<file path="src/rtl/ram_1w_4rs_wr_arbiter.sv">
// rtl/ram_1w_4rs_wr_arbiter.sv - round-robin write-port arbiter with hardware zero-fill for the 1W/4R scratch RAM
// Optional read-under-write hazard flags: define RAM_WR_ARB_HAZARD_EN.
module ram_1w_4rs_wr_arbiter #(
  parameter int NREQ       = 4,
  parameter int ADDR_WIDTH = 10,
  parameter int DATA_WIDTH = 32,
  parameter int MASK_WIDTH = 4
) (
  input  logic                       clk,
  input  logic                       reset,
  input  logic [NREQ-1:0]            req_valid,
  output logic [NREQ-1:0]            req_ready,
  input  logic [NREQ*ADDR_WIDTH-1:0] req_addr,
  input  logic [NREQ*DATA_WIDTH-1:0] req_data,
  input  logic [NREQ*MASK_WIDTH-1:0] req_mask,
  input  logic                       clear_start,
  output logic                       clear_busy,
  output logic                       clear_done,
  output logic                       wr_en,
  output logic [MASK_WIDTH-1:0]      wr_mask,
  output logic [ADDR_WIDTH-1:0]      wr_addr,
  output logic [DATA_WIDTH-1:0]      wr_data,
  output logic [31:0]                write_count,
  input  logic [3:0]                 rd_en,
  input  logic [4*ADDR_WIDTH-1:0]    rd_addr,
  output logic [3:0]                 rd_hazard
);
  localparam int PTR_W = (NREQ > 1) ? $clog2(NREQ) : 1;

  typedef enum logic {ARB, CLEAR} state_t;

  state_t                state_q, state_d;
  logic [PTR_W-1:0]      rr_ptr_q, rr_ptr_d;
  logic [ADDR_WIDTH-1:0] clear_cnt_q, clear_cnt_d;
  logic                  wr_en_q, wr_en_d;
  logic [MASK_WIDTH-1:0] wr_mask_q, wr_mask_d;
  logic [ADDR_WIDTH-1:0] wr_addr_q, wr_addr_d;
  logic [DATA_WIDTH-1:0] wr_data_q, wr_data_d;
  logic [31:0]           write_count_q, write_count_d;
  logic                  clear_done_q, clear_done_d;

  logic                  found;
  logic                  accept;
  logic [PTR_W-1:0]      grant;
  logic [PTR_W:0]        scan;

  // Search upward from rr_ptr, wrapping mod NREQ, for the first valid requester.
  always_comb begin
    found = 1'b0;
    grant = '0;
    scan  = '0;
    for (int k = 0; k < NREQ; k++) begin
      scan = {1'b0, rr_ptr_q} + (PTR_W+1)'(k);
      if (scan >= (PTR_W+1)'(NREQ)) scan = scan - (PTR_W+1)'(NREQ);
      if (!found && req_valid[scan[PTR_W-1:0]]) begin
        found = 1'b1;
        grant = scan[PTR_W-1:0];
      end
    end
  end

  assign accept    = (state_q == ARB) && !clear_start && found;
  assign req_ready = accept ? (NREQ'(1) << grant) : '0;

  always_comb begin
    state_d      = state_q;
    rr_ptr_d     = rr_ptr_q;
    clear_cnt_d  = clear_cnt_q;
    wr_en_d      = 1'b0;
    wr_mask_d    = wr_mask_q;
    wr_addr_d    = wr_addr_q;
    wr_data_d    = wr_data_q;
    clear_done_d = 1'b0;
    case (state_q)
      ARB: begin
        if (clear_start) begin
          state_d     = CLEAR;
          clear_cnt_d = '0;
        end else if (found) begin
          wr_en_d   = 1'b1;
          wr_addr_d = req_addr[grant*ADDR_WIDTH +: ADDR_WIDTH];
          wr_data_d = req_data[grant*DATA_WIDTH +: DATA_WIDTH];
          wr_mask_d = req_mask[grant*MASK_WIDTH +: MASK_WIDTH];
          rr_ptr_d  = (grant == PTR_W'(NREQ-1)) ? '0 : grant + 1'b1;
        end
      end
      CLEAR: begin
        wr_en_d     = 1'b1;
        wr_addr_d   = clear_cnt_q;
        wr_data_d   = '0;
        wr_mask_d   = '1;
        clear_cnt_d = clear_cnt_q + 1'b1;
        // Leaving on the last issue lets arbitration resume while that write is presented.
        if (clear_cnt_q == '1) begin
          clear_done_d = 1'b1;
          state_d      = ARB;
        end
      end
      default: state_d = ARB;
    endcase
    write_count_d = write_count_q + 32'(wr_en_d);
  end

  always_ff @(posedge clk or posedge reset) begin
    if (reset) begin
      state_q       <= ARB;
      rr_ptr_q      <= '0;
      clear_cnt_q   <= '0;
      wr_en_q       <= 1'b0;
      wr_mask_q     <= '0;
      wr_addr_q     <= '0;
      wr_data_q     <= '0;
      write_count_q <= '0;
      clear_done_q  <= 1'b0;
    end else begin
      state_q       <= state_d;
      rr_ptr_q      <= rr_ptr_d;
      clear_cnt_q   <= clear_cnt_d;
      wr_en_q       <= wr_en_d;
      wr_mask_q     <= wr_mask_d;
      wr_addr_q     <= wr_addr_d;
      wr_data_q     <= wr_data_d;
      write_count_q <= write_count_d;
      clear_done_q  <= clear_done_d;
    end
  end

  assign wr_en       = wr_en_q;
  assign wr_mask     = wr_mask_q;
  assign wr_addr     = wr_addr_q;
  assign wr_data     = wr_data_q;
  assign write_count = write_count_q;
  assign clear_done  = clear_done_q;
  assign clear_busy  = (state_q == CLEAR);

`ifdef RAM_WR_ARB_HAZARD_EN
  always_comb begin
    rd_hazard = '0;
    for (int p = 0; p < 4; p++)
      rd_hazard[p] = rd_en[p] & wr_en_q & (rd_addr[p*ADDR_WIDTH +: ADDR_WIDTH] == wr_addr_q);
  end
`else
  logic unused_rd;
  assign unused_rd = ^{rd_en, rd_addr};
  assign rd_hazard = '0;
`endif

endmodule

</file>
<file path="config.mk">
export PLATFORM = sky130hd
export DESIGN_NAME = ram_1w_4rs_wr_arbiter
export DESIGN_NICKNAME = d
export VERILOG_FILES = /design/src/rtl/ram_1w_4rs_wr_arbiter.sv
export SDC_FILE = /design/constraint.sdc
export NUM_CORES = 1
export LEC_CHECK = 0
export CAP_MARGIN = 20
export CORE_AREA = 2 2 126 128
export DETAILED_ROUTE_END_ITERATION = 10
export DIE_AREA = 0 0 128 130
export PLACE_DENSITY = 0.76
export REMOVE_ABC_BUFFERS = 1
export SLEW_MARGIN = 30
export SYNTH_ARGS = -nofsm -noshare
export SYNTH_HDL_FRONTEND = slang
export SYNTH_SLANG_ARGS = --single-unit
</file>
<file path="constraint.sdc">
create_clock -name clk -period 10.41 [get_ports clk]
set_clock_uncertainty 0.15 [all_clocks]
set_input_delay 2.6025 -clock clk [delete_from_list [all_inputs] [get_ports clk]]
set_output_delay 2.6025 -clock clk [all_outputs]
set_load 0.03 [all_outputs]
</file>
==> PnR_summary.wiki, run 1 <==
{| class="wikitable"
! Metric !! Value
|-
| Run status || completed
|-
| Most common library cells after synthesis || dfrtp_1 (93), mux2i_1 (89), nand2_1 (88)
|-
| PnR Total Power || 1213 µW
|-
| Post-Synthesis Cells || 512
|-
| Pin count of the biggest net entering global routing || 60
|-
| Largest cells by area after synthesis || dfrtp_1 (43%), mux2i_1 (17%), nand2_1 (6.2%), a32o_1 (6.0%), xnor2_1 (3.6%)
|-
| Kind of critical path || in2out
|-
| Synthesis-to-layout area growth || 58.75%
|-
| Element type at the critical path end || output port
|-
| Relative slew slack || 0.3700
|-
| Reg-to-reg startpoint || rr_ptr_q[1]$_DFFE_PP0P_
|-
| Std-Cell Core Area || 15420 µm²
|-
| RSZ-0062 raised after global routing || false
|-
| Netlist area before placement || 5350 µm²
|-
| Final cell count without fillers || 968
|-
| Number of design-rule violations left by the first detailed-router iteration || 234
|-
| Peak supply drop || 0.09761 mV
|-
| Placed Instances || 952
|-
| Post-CTS setup buffers || 0
|-
| Number of nets in the layout || 1014
|-
| First-pass DRT Iterations || 6
|-
| Clock latency reported for the late side of the worst-skew pair || 340 ps
|-
| GR Overflow Total || 0
|-
| Detail-routed net length per standard cell || 16.24 µm
|-
| Residual antenna-violating net count after detailed routing || 0
|-
| EDFF count, synth || 0
|-
| Fraction of the yosys area taken by sequential cells || 0.4350
|-
| Number of vias per cell || 5.146
|-
| CTS tree || done
|-
| Kind of path behind the tightest hold check || reg2reg
|-
| Die height || 130 µm
|-
| Final count of negative-setup-slack endpoints || 0
|-
| Post-synthesis sequential element count || 93
|-
| Area leader, netlist || dfrtp_1
|-
| Arrival @ worst endpoint || 5100 ps
|-
| Distinct cells, synth || 44
|-
| Total leakage power || 0.003585 µW
|-
| Antenna Cells || 0
|-
| Wire length reported by the detailed router || 15.72 mm
|-
| Clock tree root driver cell || clkbuf_16
|-
| DPL Wire Length || 11.81 mm
|-
| Final hold violation count || 0
|-
| Number of I/O port buffers || 275
|-
| Transition time at the pin with the least slew margin || 944.9 ps
|-
| TritonCTS sink count || 93
|-
| Maximum achievable frequency || 127.3 MHz
|-
| Number of max-capacitance violations reported || 0
|-
| Die width || 128 µm
|-
| Total of cells resized after clock tree synthesis || 0
|-
| Number of design rule violations left after detail routing || 0
|-
| Async set-reset flop share out of synthesis || 1.000
|-
| Post-CTS Hold Buffers || 0
|-
| Effective utilization at floorplan || 0.3469
|-
| Worst reg2reg setup slack || 7200 ps
|-
| Global-route wire length before repair || 24.90 mm
|-
| Power density over the cells || 142.9 nW/µm²
|-
| Cell with the most instances after synthesis || dfrtp_1
|-
| Warning count from the yosys run || 0
|-
| Critical path data required time || 7660 ps
|-
| Critical-path maximum fanout || 36
|-
| Total negative slack || 0 ps
|-
| Dominant register cell in the synthesized netlist || dfrtp_1
|-
| Fraction of final layout cells with drive strength greater than 1 || 0.05026
|-
| Inserted Clock Buffers || 9
|-
| Number of placement rows || 46
|-
| H-tree levels || 3
|-
| Total number of vias || 4981
|-
| Number of global-route vias before repair || 4961
|-
| Fraction of the cycle the final worst path needs || 0.7547
|-
| DIE AREA || 16640 µm²
|-
| Critical path startpoint || req_valid[0]
|-
| Clock input transition at the sequential cells of the worst setup and hold paths || 70 ps
|-
| HP Start || write_count[31]$_DFF_PP0_
|-
| Buffer levels on the longest clock path || 2
|-
| Total track usage || 0.1885
|-
| Minimum clock period after layout || 7856 ps
|-
| Share of the synthesized area in the top cell type || 0.4350
|-
| Number of antenna violations at the first check in global routing || 0
|-
| Num ports || 324
|-
| Last weighted congestion value of the routability-driven placer || 0.8124
|-
| Mean Syn Cell Area || 10.45 µm²
|-
| Total count of max-transition violations in the final report || 0
|-
| CP startpoint kind || primary input
|}
-- worst max-delay path: stages --
cell and delay [ps]:
clkdlybuf4s50_1 470, a21oi_1 200, o21ai_2 70, o2bb2a_4 620
inv_1 180, ha_1 220, and3_1 140, clkdlybuf4s50_1 590
-- metal layers --
metal	track usage	vias up	wire length, µm
li1	-	2366	-
met1	0.2267	2380	6407
met2	0.3297	210	7833
met3	0.04141	25	1098
met4	0.07628	0	383
met5	0	-	0
-- path summary, 6_finish.rpt --
| kind | endpoint | cells past startpoint |
|---|---|---|
| min in group asynchronous | write_count[27]$_DFF_PP0_ | 2 |
| max | req_ready[0] | 8 |
| max reg2reg | wr_data[4]$_DFFE_PP0P_ | 7 |
| max in group asynchronous | wr_data[14]$_DFFE_PP0P_ | 3 |
| min | write_count[31]$_DFF_PP0_ | 1 |
| min reg2reg | write_count[31]$_DFF_PP0_ | 1 |
-- cell families after synthesis --
kind of cell,after synthesis,share of synthesized area
and+or+nand+nor,157,0.1331
AOI/OAI and AO/OA,75,0.1183
buffers and inverters,47,0.05168
other,1,0.0007009
adders and majority gates,8,0.01871
muxes,100,0.1918
xor gates and xnor gates,31,0.05075
DFF,93,0.4350
-- area by class of cell --
class,count,area (µm²)
fillers,1390,6932
clock inverters,7,90.09
flip-flops and latches,93,2327
multi-input cells,375,2769
repair buffers,281,2798
well taps,192,240.2
clock buffers,9,225.2
inverters,11,43.79
-- power breakdown --
group	switching (µW)	leakage (µW)	internal (µW)
logic	207	0.00223	206
registers	46.5	0.00120	405
clock network	156	0.000156	193
total	409	0.00359	804
-- flip-flops by register name (all words and copies together), names as in the netlist --
name / flops
wr_addr: 10
wr_en: 1
write_count: 32
wr_data: 32
clear_cnt_q: 10
clear_busy: 1
clear_done: 1
rr_ptr_q: 2
wr_mask: 4
-- cells in the final DEF (no fill, tap or decap), types with 3 or more instances in the layout --
cell             Yosys  routed
a21oi_1              3       3
a222oi_1             6       6
a22oi_1              3       3
a32o_1              32      32
and3_1              12      12
buf_4                9       6
clkbuf_16            0       9
clkdlybuf4s50_1      0     275
conb_1               1       4
dfrtp_1             93      93
ha_1                 8       8
inv_1               10       9
inv_8                0       3
mux2_1               3       3
mux2_2               5       5
mux2_4               3       3
mux2i_1             89      89
nand2_1             88      88
nand3_1             21      21
nand4_1              7       7
nor2_1              16      16
o21ai_0             15      15
o21ai_1              4       4
o22a_1               4       4
xnor2_1             22      22
xor2_1               9       9
-- per-stage QoR --
step                      hold WS, ps  utilization  area (µm²)  worst slack, ps
after detailed placement        321.0       0.5302        8178             2535
final                           328.9       0.5506        8493             2554
after global routing            344.2       0.5506        8493             2407
after floorplan                 325.3            -        5126             1861
after CTS                       330.4       0.5506        8493             2536
after global placement          314.2       0.5302        8178             2597
(Power assumes the default switching activity.)
==> inputs of run 2 (changes only) <==
==> constraint.sdc (replaced) <==
create_clock -name clk -period 7.5 [get_ports clk]
set_clock_uncertainty 0.15 [all_clocks]
set_input_delay 1.875 -clock clk [delete_from_list [all_inputs] [get_ports clk]]
set_output_delay 1.875 -clock clk [all_outputs]
set_load 0.03 [all_outputs]
==> PnR_summary.wiki, run 2 (synthesized netlist as in run 1, its figures left out) <==
{| class="wikitable"
! Metric !! Value
|-
| PnR Total Power || 1709 µW
|-
| Global-route wire length before repair || 24.45 mm
|-
| Critical-path maximum fanout || 32
|-
| Final hold violation count || 0
|-
| GR Overflow Total || 0
|-
| Slowest cell on the critical path || clkdlybuf4s50_1
|-
| Total count of max-transition violations in the final report || 0
|-
| Post-CTS Hold Buffers || 0
|-
| Transition time at the pin with the least slew margin || 901.5 ps
|-
| Slowest Stage Delay on Critical Path || 590 ps
|-
| Critical path data required time || 5480 ps
|-
| CP startpoint kind || primary input
|-
| Number of design rule violations left after detail routing || 0
|-
| Critical path startpoint || req_valid[0]
|-
| Filler cell count || 1389
|-
| Total negative slack || 0 ps
|-
| Number of max-capacitance violations reported || 0
|-
| Reg-to-reg startpoint || rr_ptr_q[1]$_DFFE_PP0P_
|-
| CTS tree || done
|-
| Finished layout cell area || 8518 µm²
|-
| Num ports || 324
|-
| Maximum achievable frequency || 158.5 MHz
|-
| Kind of critical path || in2out
|-
| Number of vias per cell || 5.029
|-
| DIE AREA || 16640 µm²
|-
| Power density over the cells || 200.6 nW/µm²
|-
| Run status || completed
|-
| Worst path buffer plus inverter count || 3
|-
| RSZ-0062 raised after global routing || false
|-
| Number of antenna violations at the first check in global routing || 0
|-
| Number of placement rows || 46
|-
| Minimum clock period after layout || 6311 ps
|-
| Endpoint, Worst Hold || write_count[31]$_DFF_PP0_
|-
| Number of I/O port buffers || 275
|-
| Peak supply drop || 0.1209 mV
|-
| Antenna Cells || 0
|-
| HP Start || write_count[31]$_DFF_PP0_
|-
| Detail-routed net length per standard cell || 15.83 µm
|-
| Footprint of the multi-input gates || 2769 µm²
|-
| Final count of negative-setup-slack endpoints || 0
|-
| Number of nets in the layout || 1014
|-
| Pin count of the biggest net entering global routing || 64
|-
| Synthesis-to-layout area growth || 59.21%
|-
| Fraction of final layout cells with drive strength greater than 1 || 0.04903
|-
| Fraction of the cycle the final worst path needs || 0.8414
|-
| Wire length reported by the detailed router || 15.31 mm
|-
| Number of global-route vias before repair || 4859
|-
| Commonest non-fill, non-tap cells in the layout || clkdlybuf4s50_1 (275), dfrtp_1 (93), mux2i_1 (89), nand2_1 (88), a32o_1 (32)
|-
| Post-CTS setup buffers || 0
|-
| Inserted Clock Buffers || 9
|-
| Clock latency reported for the late side of the worst-skew pair || 340 ps
|-
| Number of design-rule violations left by the first detailed-router iteration || 278
|-
| Total area of sequential cells || 2327 µm²
|-
| Residual antenna-violating net count after detailed routing || 0
|-
| Effective utilization at floorplan || 0.3469
|-
| Cells on Worst Hold Path || 1
|-
| Die height || 130 µm
|-
| Cell mode on critical path || clkdlybuf4s50_1
|-
| Arrival @ worst endpoint || 4290 ps
|-
| Commonest non-fill, non-tap cell in the layout || clkdlybuf4s50_1
|-
| Total leakage power || 0.003592 µW
|-
| Last weighted congestion value of the routability-driven placer || 0.8182
|-
| Clock tree root driver cell || clkbuf_16
|-
| Worst reg2reg setup slack || 4570 ps
|-
| Clock input transition at the sequential cells of the worst setup and hold paths || 60 ps
|-
| Worst flop-to-flop path endpoint || wr_addr[3]$_DFFE_PP0P_
|-
| Kind of cell adding the most delay to the critical path || buffers and inverters
|-
| Cells on worst reg2reg path || 7
|-
| Kind of path behind the tightest hold check || reg2reg
|-
| DPL Wire Length || 11.68 mm
|-
| Die width || 128 µm
|-
| First-pass DRT Iterations || 5
|-
| Total track usage || 0.1860
|-
| Cell breakdown of the critical path || clkdlybuf4s50_1, a21oi_1, o21ai_2, o2bb2a_4, inv_1, ha_1, and3_1, clkdlybuf4s50_1
|-
| Logic depth of the worst setup path including buffers || 8
|-
| Area after DPL || 8178 µm²
|-
| H-tree levels || 3
|-
| TritonCTS sink count || 93
|-
| Relative slew slack || 0.3975
|-
| Total number of vias || 4863
|-
| Element type at the critical path end || output port
|-
| Std-Cell Core Area || 15420 µm²
|-
| Total of cells resized after clock tree synthesis || 0
|-
| Buffer levels on the longest clock path || 2
|-
| Core occupancy in the finished layout || 0.5522
|-
| Worst setup slack after layout || 1189 ps
|-
| Worst slack at placement || 1185 ps
|}
-- run 2: cell count changes in the layout (fill, tap and decap cells not counted), sizes merged --
cell	change
clkinv	-1
inv	-3
clkinvlp	+1
bufinv	+2
-- run 2: cell type report --
type / count / share of cell area
Clock inverter: 6 / 0.01307
Multi-Input combinational cell: 375 / 0.3251
Sequential cell: 93 / 0.2732
Clock buffer: 9 / 0.02644
Timing Repair Buffer: 281 / 0.3289
Inverter: 11 / 0.005141
Tap cell: 192 / 0.02820
-- run 2: layer usage --
metal / part of all wire / GRT usage / vias up
met5: 0 / 0 / -
met4: 0.025 / 0.07240 / 0
met3: 0.072 / 0.04264 / 25
met2: 0.49 / 0.3187 / 201
met1: 0.42 / 0.2293 / 2273
li1: - / - / 2364
-- run 2: report_power, final --
part / total (µW) / leakage (µW) / internal (µW) / switching [µW]
logic: 568 / 0.00223 / 285 / 283
clock network: 513 / 0.000162 / 324 / 189
registers: 628 / 0.00120 / 562 / 66.0
total: 1710 / 0.00359 / 1170 / 537
-- run 2: worst max path at each step --
stage,end
5_1_grt,req_ready[0]
2_1_floorplan,req_ready[0]
6_report,req_ready[1]
3_5_place_dp,req_ready[1]
4_1_cts,req_ready[1]
3_3_place_gp,req_ready[1]
-- run 2: stage by stage --
step,std cells,hold slack (ps)
final,967,319.6
after global routing,967,350.8
after CTS,967,324.5
after detailed placement,952,316.0
after global placement,952,311.9
after floorplan,479,325.3
-- run 2: worst register-to-register path, cell delays in order (launching register included) --
cell and delay (ps):
dfrtp_1 450, a21oi_1 190, o21ai_2 70, o2bb2a_4 570
buf_6 630, mux2_1 390, a222oi_1 220, o21ai_1 120
